`src/rtl/cmd_frame_router_if.sv`:
```
// Command router bus: input byte stream, decoded frame and status byte.
// master is the host side, slave is the router.
interface cmd_frame_router_if #(
  parameter int NUM_CMDS          = 4,
  parameter int MAX_PAYLOAD_BYTES = 32
);
  localparam int IDX_W = (NUM_CMDS > 1) ? $clog2(NUM_CMDS) : 1;

  logic                           in_valid;
  logic                           in_ready;
  logic [7:0]                     in_data;
  logic                           frame_valid;
  logic                           frame_ready;
  logic [IDX_W-1:0]               frame_idx;
  logic [7:0]                     frame_len;
  logic [8*MAX_PAYLOAD_BYTES-1:0] frame_data;
  logic                           resp_valid;
  logic                           resp_ready;
  logic [7:0]                     resp_data;

  modport master (
    output in_valid, in_data, frame_ready, resp_ready,
    input  in_ready, frame_valid, frame_idx, frame_len,
    input  frame_data, resp_valid, resp_data
  );

  modport slave (
    input  in_valid, in_data, frame_ready, resp_ready,
    output in_ready, frame_valid, frame_idx, frame_len,
    output frame_data, resp_valid, resp_data
  );
endinterface

```
`src/rtl/cmd_frame_router.sv`:
```
// Table-driven command decoder: opcode + payload -> frame, one status
// byte per command, 55h 55h requests a system reset.
module cmd_frame_router #(
  parameter int NUM_CMDS          = 4,
  parameter int MAX_PAYLOAD_BYTES = 32,
  parameter int TIMEOUT_CYCLES    = 1000000,
  parameter logic [8*NUM_CMDS-1:0] OPCODES = 32'hB1B0_A1A0,
  parameter logic [8*NUM_CMDS-1:0] LENGTHS = 32'h0014_2001
) (
  input  logic                    clk,
  input  logic                    rstn,
  cmd_frame_router_if.slave       bus,
  output logic                    cmd_reset
);

  localparam int IDX_W = (NUM_CMDS > 1) ? $clog2(NUM_CMDS) : 1;
  localparam int DW    = 8 * MAX_PAYLOAD_BYTES;
  localparam int IW    = (TIMEOUT_CYCLES > 0) ?
                         $clog2(TIMEOUT_CYCLES + 1) : 1;

  localparam logic [IW-1:0] IDLE_MAX = {IW{1'b1}};
  localparam logic [IW-1:0] IDLE_TO  = IW'(TIMEOUT_CYCLES);
  localparam logic [7:0]    RST_BYTE = 8'h55;
  localparam logic [7:0]    R_ACK    = 8'hAC;
  localparam logic [7:0]    R_BADOP  = 8'hE0;
  localparam logic [7:0]    R_TOUT   = 8'hE1;
  localparam logic [7:0]    R_BADRST = 8'hE2;

  typedef enum logic [2:0] {
    IDLE,
    RST_CHK,
    PAYLOAD,
    EMIT,
    RESP
  } state_e;

  state_e           state_q, state_d;
  logic             in_ready_q, in_ready_d;
  logic             frame_valid_q, frame_valid_d;
  logic             resp_valid_q, resp_valid_d;
  logic             cmd_reset_q, cmd_reset_d;
  logic [IDX_W-1:0] frame_idx_q, frame_idx_d;
  logic [7:0]       frame_len_q, frame_len_d;
  logic [DW-1:0]    frame_data_q, frame_data_d;
  logic [7:0]       resp_data_q, resp_data_d;
  logic [7:0]       cnt_q, cnt_d;
  logic [IW-1:0]    idle_q, idle_d;

  logic             xfer;
  logic             hit;
  logic [IDX_W-1:0] hit_idx;
  logic [7:0]       hit_len;
  logic [IW-1:0]    idle_inc;

  assign xfer     = bus.in_valid & in_ready_q;
  assign idle_inc = (idle_q == IDLE_MAX) ? idle_q : idle_q + IW'(1);

  // Scan high to low so the lowest matching index is the one kept.
  always_comb begin
    hit     = 1'b0;
    hit_idx = '0;
    hit_len = '0;
    for (int i = NUM_CMDS - 1; i >= 0; i--) begin
      if (bus.in_data == OPCODES[8*i +: 8]) begin
        hit     = 1'b1;
        hit_idx = IDX_W'(i);
        hit_len = LENGTHS[8*i +: 8];
      end
    end
  end

  always_comb begin
    state_d      = state_q;
    frame_idx_d  = frame_idx_q;
    frame_len_d  = frame_len_q;
    frame_data_d = frame_data_q;
    resp_data_d  = resp_data_q;
    cnt_d        = cnt_q;
    idle_d       = idle_q;
    cmd_reset_d  = 1'b0;

    unique case (state_q)
      IDLE: begin
        if (xfer) begin
          if (bus.in_data == RST_BYTE) begin
            state_d = RST_CHK;
          end else if (hit) begin
            frame_idx_d  = hit_idx;
            frame_len_d  = hit_len;
            frame_data_d = '0;
            cnt_d        = '0;
            idle_d       = '0;
            state_d      = (hit_len != 8'd0) ? PAYLOAD : EMIT;
          end else begin
            resp_data_d = R_BADOP;
            state_d     = RESP;
          end
        end
      end

      RST_CHK: begin
        if (xfer) begin
          if (bus.in_data == RST_BYTE) begin
            cmd_reset_d = 1'b1;
            state_d     = IDLE;
          end else begin
            resp_data_d = R_BADRST;
            state_d     = RESP;
          end
        end
      end

      PAYLOAD: begin
        if (xfer) begin
          for (int k = 0; k < MAX_PAYLOAD_BYTES; k++) begin
            if (cnt_q == 8'(k)) begin
              frame_data_d[8*k +: 8] = bus.in_data;
            end
          end
          cnt_d  = cnt_q + 8'd1;
          idle_d = '0;
          if (cnt_q == frame_len_q - 8'd1) begin
            state_d = EMIT;
          end
        end else begin
          idle_d = idle_inc;
          if (TIMEOUT_CYCLES != 0 && idle_inc == IDLE_TO) begin
            frame_idx_d  = '0;
            frame_len_d  = '0;
            frame_data_d = '0;
            cnt_d        = '0;
            resp_data_d  = R_TOUT;
            state_d      = RESP;
          end
        end
      end

      EMIT: begin
        if (frame_valid_q && bus.frame_ready) begin
          resp_data_d = R_ACK;
          state_d     = RESP;
        end
      end

      RESP: begin
        if (bus.resp_ready) begin
          state_d = IDLE;
        end
      end

      default: state_d = IDLE;
    endcase

    in_ready_d    = (state_d == IDLE) || (state_d == RST_CHK) ||
                    (state_d == PAYLOAD);
    frame_valid_d = (state_d == EMIT);
    resp_valid_d  = (state_d == RESP);
  end

  always_ff @(posedge clk or negedge rstn) begin
    if (!rstn) begin
      state_q       <= IDLE;
      in_ready_q    <= 1'b0;
      frame_valid_q <= 1'b0;
      resp_valid_q  <= 1'b0;
      cmd_reset_q   <= 1'b0;
      frame_idx_q   <= '0;
      frame_len_q   <= '0;
      frame_data_q  <= '0;
      resp_data_q   <= '0;
      cnt_q         <= '0;
      idle_q        <= '0;
    end else begin
      state_q       <= state_d;
      in_ready_q    <= in_ready_d;
      frame_valid_q <= frame_valid_d;
      resp_valid_q  <= resp_valid_d;
      cmd_reset_q   <= cmd_reset_d;
      frame_idx_q   <= frame_idx_d;
      frame_len_q   <= frame_len_d;
      frame_data_q  <= frame_data_d;
      resp_data_q   <= resp_data_d;
      cnt_q         <= cnt_d;
      idle_q        <= idle_d;
    end
  end

  assign bus.in_ready    = in_ready_q;
  assign bus.frame_valid = frame_valid_q;
  assign bus.frame_idx   = frame_idx_q;
  assign bus.frame_len   = frame_len_q;
  assign bus.frame_data  = frame_data_q;
  assign bus.resp_valid  = resp_valid_q;
  assign bus.resp_data   = resp_data_q;
  assign cmd_reset       = cmd_reset_q;

endmodule

```
`src/flat_wrapper.sv`:
```
// flat-port wrapper written by rule: the top's interface ports become plain ports
module cmd_frame_router_flat 
#(
  parameter int NUM_CMDS          = 4,
  parameter int MAX_PAYLOAD_BYTES = 32,
  parameter int TIMEOUT_CYCLES    = 1000000,
  parameter logic [8*NUM_CMDS-1:0] OPCODES = 32'hB1B0_A1A0,
  parameter logic [8*NUM_CMDS-1:0] LENGTHS = 32'h0014_2001
)
  (clk, rstn, cmd_reset, bus_in_valid, bus_in_data, bus_frame_ready, bus_resp_ready, bus_in_ready, bus_frame_valid, bus_frame_idx, bus_frame_len, bus_frame_data, bus_resp_valid, bus_resp_data);
  cmd_frame_router_if #(.NUM_CMDS(NUM_CMDS), .MAX_PAYLOAD_BYTES(MAX_PAYLOAD_BYTES)) bus_i ();
  input  logic clk;
  input  logic rstn;
  output logic cmd_reset;
  input wire logic [$bits(bus_i.in_valid)-1:0] bus_in_valid;
  input wire logic [$bits(bus_i.in_data)-1:0] bus_in_data;
  input wire logic [$bits(bus_i.frame_ready)-1:0] bus_frame_ready;
  input wire logic [$bits(bus_i.resp_ready)-1:0] bus_resp_ready;
  output wire logic [$bits(bus_i.in_ready)-1:0] bus_in_ready;
  output wire logic [$bits(bus_i.frame_valid)-1:0] bus_frame_valid;
  output wire logic [$bits(bus_i.frame_idx)-1:0] bus_frame_idx;
  output wire logic [$bits(bus_i.frame_len)-1:0] bus_frame_len;
  output wire logic [$bits(bus_i.frame_data)-1:0] bus_frame_data;
  output wire logic [$bits(bus_i.resp_valid)-1:0] bus_resp_valid;
  output wire logic [$bits(bus_i.resp_data)-1:0] bus_resp_data;
  assign bus_i.in_valid = bus_in_valid;
  assign bus_i.in_data = bus_in_data;
  assign bus_i.frame_ready = bus_frame_ready;
  assign bus_i.resp_ready = bus_resp_ready;
  assign bus_in_ready = bus_i.in_ready;
  assign bus_frame_valid = bus_i.frame_valid;
  assign bus_frame_idx = bus_i.frame_idx;
  assign bus_frame_len = bus_i.frame_len;
  assign bus_frame_data = bus_i.frame_data;
  assign bus_resp_valid = bus_i.resp_valid;
  assign bus_resp_data = bus_i.resp_data;
  cmd_frame_router #(.NUM_CMDS(NUM_CMDS), .MAX_PAYLOAD_BYTES(MAX_PAYLOAD_BYTES), .TIMEOUT_CYCLES(TIMEOUT_CYCLES), .OPCODES(OPCODES), .LENGTHS(LENGTHS)) u_core (.clk(clk), .rstn(rstn), .bus(bus_i), .cmd_reset(cmd_reset));
endmodule
```
`config.mk`:
```
export PLATFORM = sky130hd
export DESIGN_NAME = cmd_frame_router_flat
export DESIGN_NICKNAME = d
export VERILOG_FILES = /design/src/rtl/cmd_frame_router_if.sv /design/src/rtl/cmd_frame_router.sv /design/src/flat_wrapper.sv
export SDC_FILE = /design/constraint.sdc
export NUM_CORES = 1
export LEC_CHECK = 0
export BUFFER_PORTS_ARGS = -buffer_cell sky130_fd_sc_hd__clkbuf_2
export CORE_AREA = 2 2 157 159
export CTS_CLUSTER_SIZE = 8
export DETAILED_ROUTE_END_ITERATION = 7
export DIE_AREA = 0 0 159 161
export PLACE_DENSITY = 0.82
export SYNTH_ARGS = -nofsm -noshare
export SYNTH_HDL_FRONTEND = slang
export SYNTH_SLANG_ARGS = --single-unit
```
`constraint.sdc`:
```
create_clock -name clk -period 5 [get_ports clk]
set_clock_uncertainty 0.05 [all_clocks]
set_input_delay 0.25 -clock clk [delete_from_list [all_inputs] [get_ports clk]]
set_output_delay 0.25 -clock clk [all_outputs]
set_load 0.05 [all_outputs]
```
---- Yosys cells after proc, flatten, opt, wreduce, memory -nomap -nowiden ----
Cells that the tools add are included.
word-level totals
  logic and storage cells ................. 276
  bits of input ports ..................... 13
  register bits after elaboration ......... 309
cells by class
  $add $sub $neg .......................... 3
  multiplexer cells ....................... 96
  bitwise operators ....................... 1
  reductions and logical operators ........ 45
  equal/unequal tests ..................... 89
operator list
  operator               count
  $mux 256               5
  $pmux 256 s2           1
  $mux 8                 49
  $reduce_and 6->1       33
  $eq 8x5->1 const B     16
  $mux 20                5
  $ne 3x3->1 const B     32
  $eq 8x4->1 const B     8
  $eq 20x20->1 const B   2
  $pmux 20 s2            1
  $eq 8x3->1 const B     4
  $eq 8x8->1 const B     4
  $pmux 8 s2             2
  $pmux 8 s4             1
  $mux 3                 10
  $add 20x1->20 const B  1
  $mux 2                 9
  $eq 8x2->1 const B     2
  $pmux 3 s5             1
  $eq 3x2->1 const B     4
  $mux 6                 2
  $ne 2x1->1 const B     5
  $reduce_and 9->1       1
  $add 8x1->8 const B    1
  21 further kinds       35

---- Depth between registers and ports, before layout ----
  depth after elaboration ................. 13
  depth in mapped cells ................... 12

---- Worst setup path before layout ----
Ideal clock, no wire load.
  path kind ............................... register to register
  start ................................... register u_core.idle_q[0]
  end ..................................... register u_core.frame_data_q[100] (netlist: u_core.bus.frame_data[100])
  path slack .............................. 1.226 ns
  stages on the path, launching flop included .. 12
  period minus slack after synthesis ...... 3.774 ns
  required time ........................... 4.829 ns
  path buffers ............................ 2
  arrival ................................. 3.603 ns
  setup time .............................. 0.121 ns
  cell sequence ........................... dfrtp_1 -> ha_1 -> buf_2 -> nand2_1 -> or4_1 -> nor3_1 -> mux2_2 -> or4_1 -> nor4_4 -> buf_4 -> o21ai_2 -> a22o_1
on the way
  longest elaborated chain between the ends .. 5
ends and longest elaborated chain
  element                                               RTL line                 source
  from (decl)                                           cmd_frame_router.sv:47   logic [IW-1:0] idle_q, idle_d;
  from (signal assigned)                                cmd_frame_router.sv:184  idle_q <= idle_d;
  $add 20x1->20 / $eq 20x20->1 (equally long branches)  cmd_frame_router.sv:56   assign idle_inc = (idle_q == IDLE_MAX) ? idle_q : idle_q + IW'(1);
  $mux 20 (*)                                           cmd_frame_router.sv:56
  $eq 20x20->1 (*)                                      cmd_frame_router.sv:127  if (TIMEOUT_CYCLES != 0 && idle_inc == IDLE_TO) begin
  $ne 3x1->1 (no source line) (*)                       -
  $reduce_and 6->1 (no source line) (*)                 -
  to (signal assigned)                                  cmd_frame_router.sv:181  frame_data_q <= frame_data_d;
  to (decl)                                             cmd_frame_router.sv:44   logic [DW-1:0] frame_data_q, frame_data_d;
Every way passes the cells marked *; elsewhere a longest branch is shown, timed or not.
A chain may end at the register's enable or synchronous reset.

---- Worst setup path after layout ----
  start ................................... register u_core.idle_q[0]
  end ..................................... register u_core.frame_data_q[148] (netlist: u_core.bus.frame_data[148])
Same word-level chain as after synthesis.

==> run summary <==
The number of standard cells after synthesis came out at between 1,000 and 1,500. The via count of the first global-routing pass is between 10,000 and 15,000. Setup repair after global routing left no endpoint under its margin. VDD sags by at most 347.0 uV. For this run, the register share of the synthesized area comes to approximately three fifths. The flow ran to the end, and the final reports show no timing, DRC or antenna violations.

Of the total power, combinational logic draws between 20% and 30%. The count of final hold-check violations came out at 0. The critical path start-end classification is flop to flop. For this configuration, the core starts out at a cell density of a little over half. CTS placed an instance of clkbuf_16 at the clock tree root.

The arrival time at the worst endpoint came out at 4.72 ns. In the synthesized netlist the async set-or-reset flop fraction comes to 100.0%. The total net switching power is roughly 0.0022 W. The maximum root-to-sink buffer count came out at 3. The leakage dissipation came out at 7.931 nW. The total number of clock tree sinks came out at between 300 and 400. The count of different cell masters after synthesis came out at between 50 and 60. Summed over all layers, the routed wires come to about 40,000 um. The relative area change from synthesis to final layout is 21.73%. The area of the die is ~0.026 mm^2.

Registers are responsible for 41.3% of the overall power. The width of the die came out at approximately 160 um. The kind of launch point of the worst setup path is a flop.

The post-route antenna net violation count is 0. The detailed-route DRC error count is 0. The maximum number of pins on one net before global-route repair came out at roughly 150.

The mean instance size in the synthesized netlist is around 12 um^2. The worst path required time is ~5.4 ns. The routed via count divided by cell count is around 6.4. The upper clock frequency limit is 229.4 MHz. The half-perimeter wire length after detailed placement came out at about 26,000 um. The length of the first detailed-routing pass in iterations came out at 5.

In this run the standard cell core region covers approximately 0.024 mm^2. The power density normalized to cell area is 431.2 mW/mm^2. The clock network fraction of design power came out at 37.8%. The setup check on the worst reg-to-reg path leaves a slack of 0.64 ns. Counting flops and latches in the post-synthesis netlist gives around 300. The final layout net count came out at about 1,400. The CTS tree is done. The global placer's final weighted congestion came out at ~0.93. The quantity of gates resized following cts came out at 0. The post-CTS repair timing setup buffer count came out at 0. The global-route wire length before repair is slightly above 60,000 um. The count of fill cells added during filler insertion is approximately 1,900. The floorplan die height came out at approximately 160 um. The worst relative slew slack came out at between 20% and 30%. The total inserted antenna cells is 0.

The slew at the pin with the worst max-slew slack came out at about 1.2 ns. The number of enable-type register cells in the synthesized netlist came out at 0. The switching part of the total came out at between 30 and 40%. The filler-free cell count of the finished design is approximately 1,700. In the final routed layout, each cell accounts on average for approximately 24 um.

In this run, placement finished with an instance count of about 1,600. STA classifies the critical path endpoint as a flop. The number of antenna violations at the first check in global routing came out at 0. Registers take approximately 0.0075 mm^2. Clock tree synthesis inserted a total of 43 buffers. After floorplanning, the core was divided into between 50 and 60 placement rows. Among all flip-flop cells after synthesis, the most frequent one is dfrtp_1. The number of max-slew violations in the final report was 0.

In this run the tool buffered the top-level ports with ~290 buffer cells. Setup total negative slack on the finished layout was measured at 0 ns. Max-cap violations in this run came to 0. The area used by multi-input combinational logic is roughly 0.0049 mm^2. After layout, the minimum clock period comes to 4.359 ns. The number of top-level design ports is about 290. The remaining global-route overflow is 0.

The count of yosys warnings during synthesis is 0. The final cell area excluding filler cells is roughly 0.016 mm^2. The min-delay analysis places its worst path in the category input port to flop. The number of DRC markers after the initial detailed-route iteration came out at between 1,000 and 1,500. The insertion delay of the later-clocked pin in the worst-skew pair is between 0.5 and 0.6 ns. Cells with a size suffix above 1 make up roughly 28% of the layout. The total global-route track usage came out at between 30% and 40%. The synthesized cell area came out at 0.01280 mm^2.

The overall via count from detail_route is 10,847. After clock tree synthesis, the flow added hold-fix buffers numbering 1. The number of levels the H-tree was split into is 2. The register clock-pin slew on the reported worst setup and hold paths is 0.05 ns.

The fraction of the cycle the final worst path needs is between 80 and 90%. The largest fanout of any net on the critical path came out at 17. Summing all placed instances gives a cell area of 0.01444 mm^2. The final count of negative-setup-slack endpoints came out at 0. The cell internal power dissipation is 0.004483 W.
-- cells by family (layout without fill, tap and decap cells) --
kind of cell / Yosys count / count (layout) / synth area share, %
buffers and inverters: 99 / 358 / 3.314
adders and majority gates: 7 / 7 / 0.6842
other: 1 / 5 / 0.02930
muxes: 7 / 7 / 0.6060
AOI/OAI and AO/OA: 427 / 427 / 26.12
xor gates and xnor gates: 6 / 6 / 0.4106
DFF: 301 / 301 / 58.85
and+or+nand+nor: 261 / 261 / 9.990
-- path summary, 6_finish.rpt --
| check | from | end | depth (start not counted) |
|---|---|---|---|
| setup / recovery | u_core.idle_q[0] | u_core.bus.frame_data[148] | 11 |
| min in group asynchronous | rstn | u_core.bus.resp_valid | 2 |
| hold / removal | bus_resp_ready | u_core.bus.resp_valid | 4 |
| setup reg to reg | u_core.idle_q[0] | u_core.bus.frame_data[148] | 11 |
| hold reg to reg | u_core.bus.frame_data[5] | u_core.bus.frame_data[5] | 1 |
| max in group asynchronous | rstn | u_core.bus.frame_data[26] | 3 |
-- sequential cells by signal (all words and copies together), names as in the netlist --
register                cells
u_core.idle_q              20
u_core.bus.resp_data        5
u_core.bus.frame_idx        2
u_core.bus.in_ready         1
u_core.bus.frame_data     256
u_core.bus.frame_valid      1
u_core.cnt_q                8
u_core.bus.frame_len        3
u_core.state_q              3
u_core.bus.resp_valid       1
u_core.cmd_reset            1
-- synth_stat cells, drive strengths merged, types with 11 or more instances --
cell,number,share of area [%]
a21oi,51,2.0
a22o,262,18
a31oi,12,0.59
and2,11,0.54
buf,22,1.1
clkbuf,68,2.0
dfrtp,301,59
nand2,48,1.4
nand3,22,0.86
nand4,15,0.73
nor2,96,2.8
nor3,19,0.74
o21ai,68,3.5
-- stage by stage --
step           total power (W)  util (%)  hold WS [ns]  worst slack (ns)
4_1_cts               0.006728     65.02       0.03495            0.7168
3_3_place_gp          0.004171     60.24        0.3980            0.8866
5_1_grt               0.006937     65.02       0.07348            0.4065
6_report              0.006718     65.02       0.04255            0.6413
3_5_place_dp          0.004190     60.24        0.4190            0.7361
2_1_floorplan         0.003781         -      -0.09559             1.226
-- metal layers --
metal  track usage, %  up-vias  wire [um]
li1                 -     4683          -
met1            42.16     5378      16220
met2            48.22      680      18670
met3            7.653      106       3848
met4            12.02        0       1512
met5                0        -          0
-- power by group through the flow --
stage / Combinational (W) / Sequential [W] / Clock (W)
global route: 0.00147 / 0.00279 / 0.00267
floorplan: 0.000453 / 0.00333 / 0
finish: 0.00140 / 0.00278 / 0.00254
detailed placement: 0.00139 / 0.00280 / 0
global placement: 0.00137 / 0.00280 / 0
CTS: 0.00140 / 0.00277 / 0.00256
-- placed cells by master (no fill, tap or decap), drive strengths merged, types with 3 or more instances in the layout --
cell / synthesis / routed
nor3: 19 / 19
nand3: 22 / 22
and4: 5 / 5
nor4: 10 / 10
clkbuf: 68 / 328
and2: 11 / 11
nand2: 48 / 48
mux2: 6 / 6
o2bb2ai: 5 / 5
nor2b: 3 / 3
xor2: 4 / 4
a211oi: 4 / 4
and3: 9 / 9
or4: 5 / 5
o21ai: 68 / 68
conb: 1 / 5
nand2b: 6 / 6
buf: 22 / 18
ha: 7 / 7
dfrtp: 301 / 301
a21oi: 51 / 51
o22ai: 3 / 3
nand4: 15 / 15
nor2: 96 / 96
o21a: 3 / 3
a31oi: 12 / 12
a21o: 4 / 4
inv: 9 / 9
a22o: 262 / 262
-- area by class of cell --
cell class,count,share of cell area (%)
Clock inverter,2,0.2248
Inverter,9,0.2168
Clock buffer,44,7.067
Timing Repair Buffer,303,10.18
Tap cell,324,2.602
Sequential cell,301,48.34
Multi-Input combinational cell,713,31.37
-- critical path, cell delays in order, from the launching register on --
cell and delay (ns):
dfrtp_1 0.46, ha_1 0.39, nand2_1 0.19, or4_1 0.56
nor3_1 0.21, buf_4 0.18, mux2_2 0.38, or4_1 0.54
nor4_4 0.38, buf_4 0.40, o21ai_1 0.25, a22o_1 0.25
No activity file was read; power rests on OpenSTA's default activity.
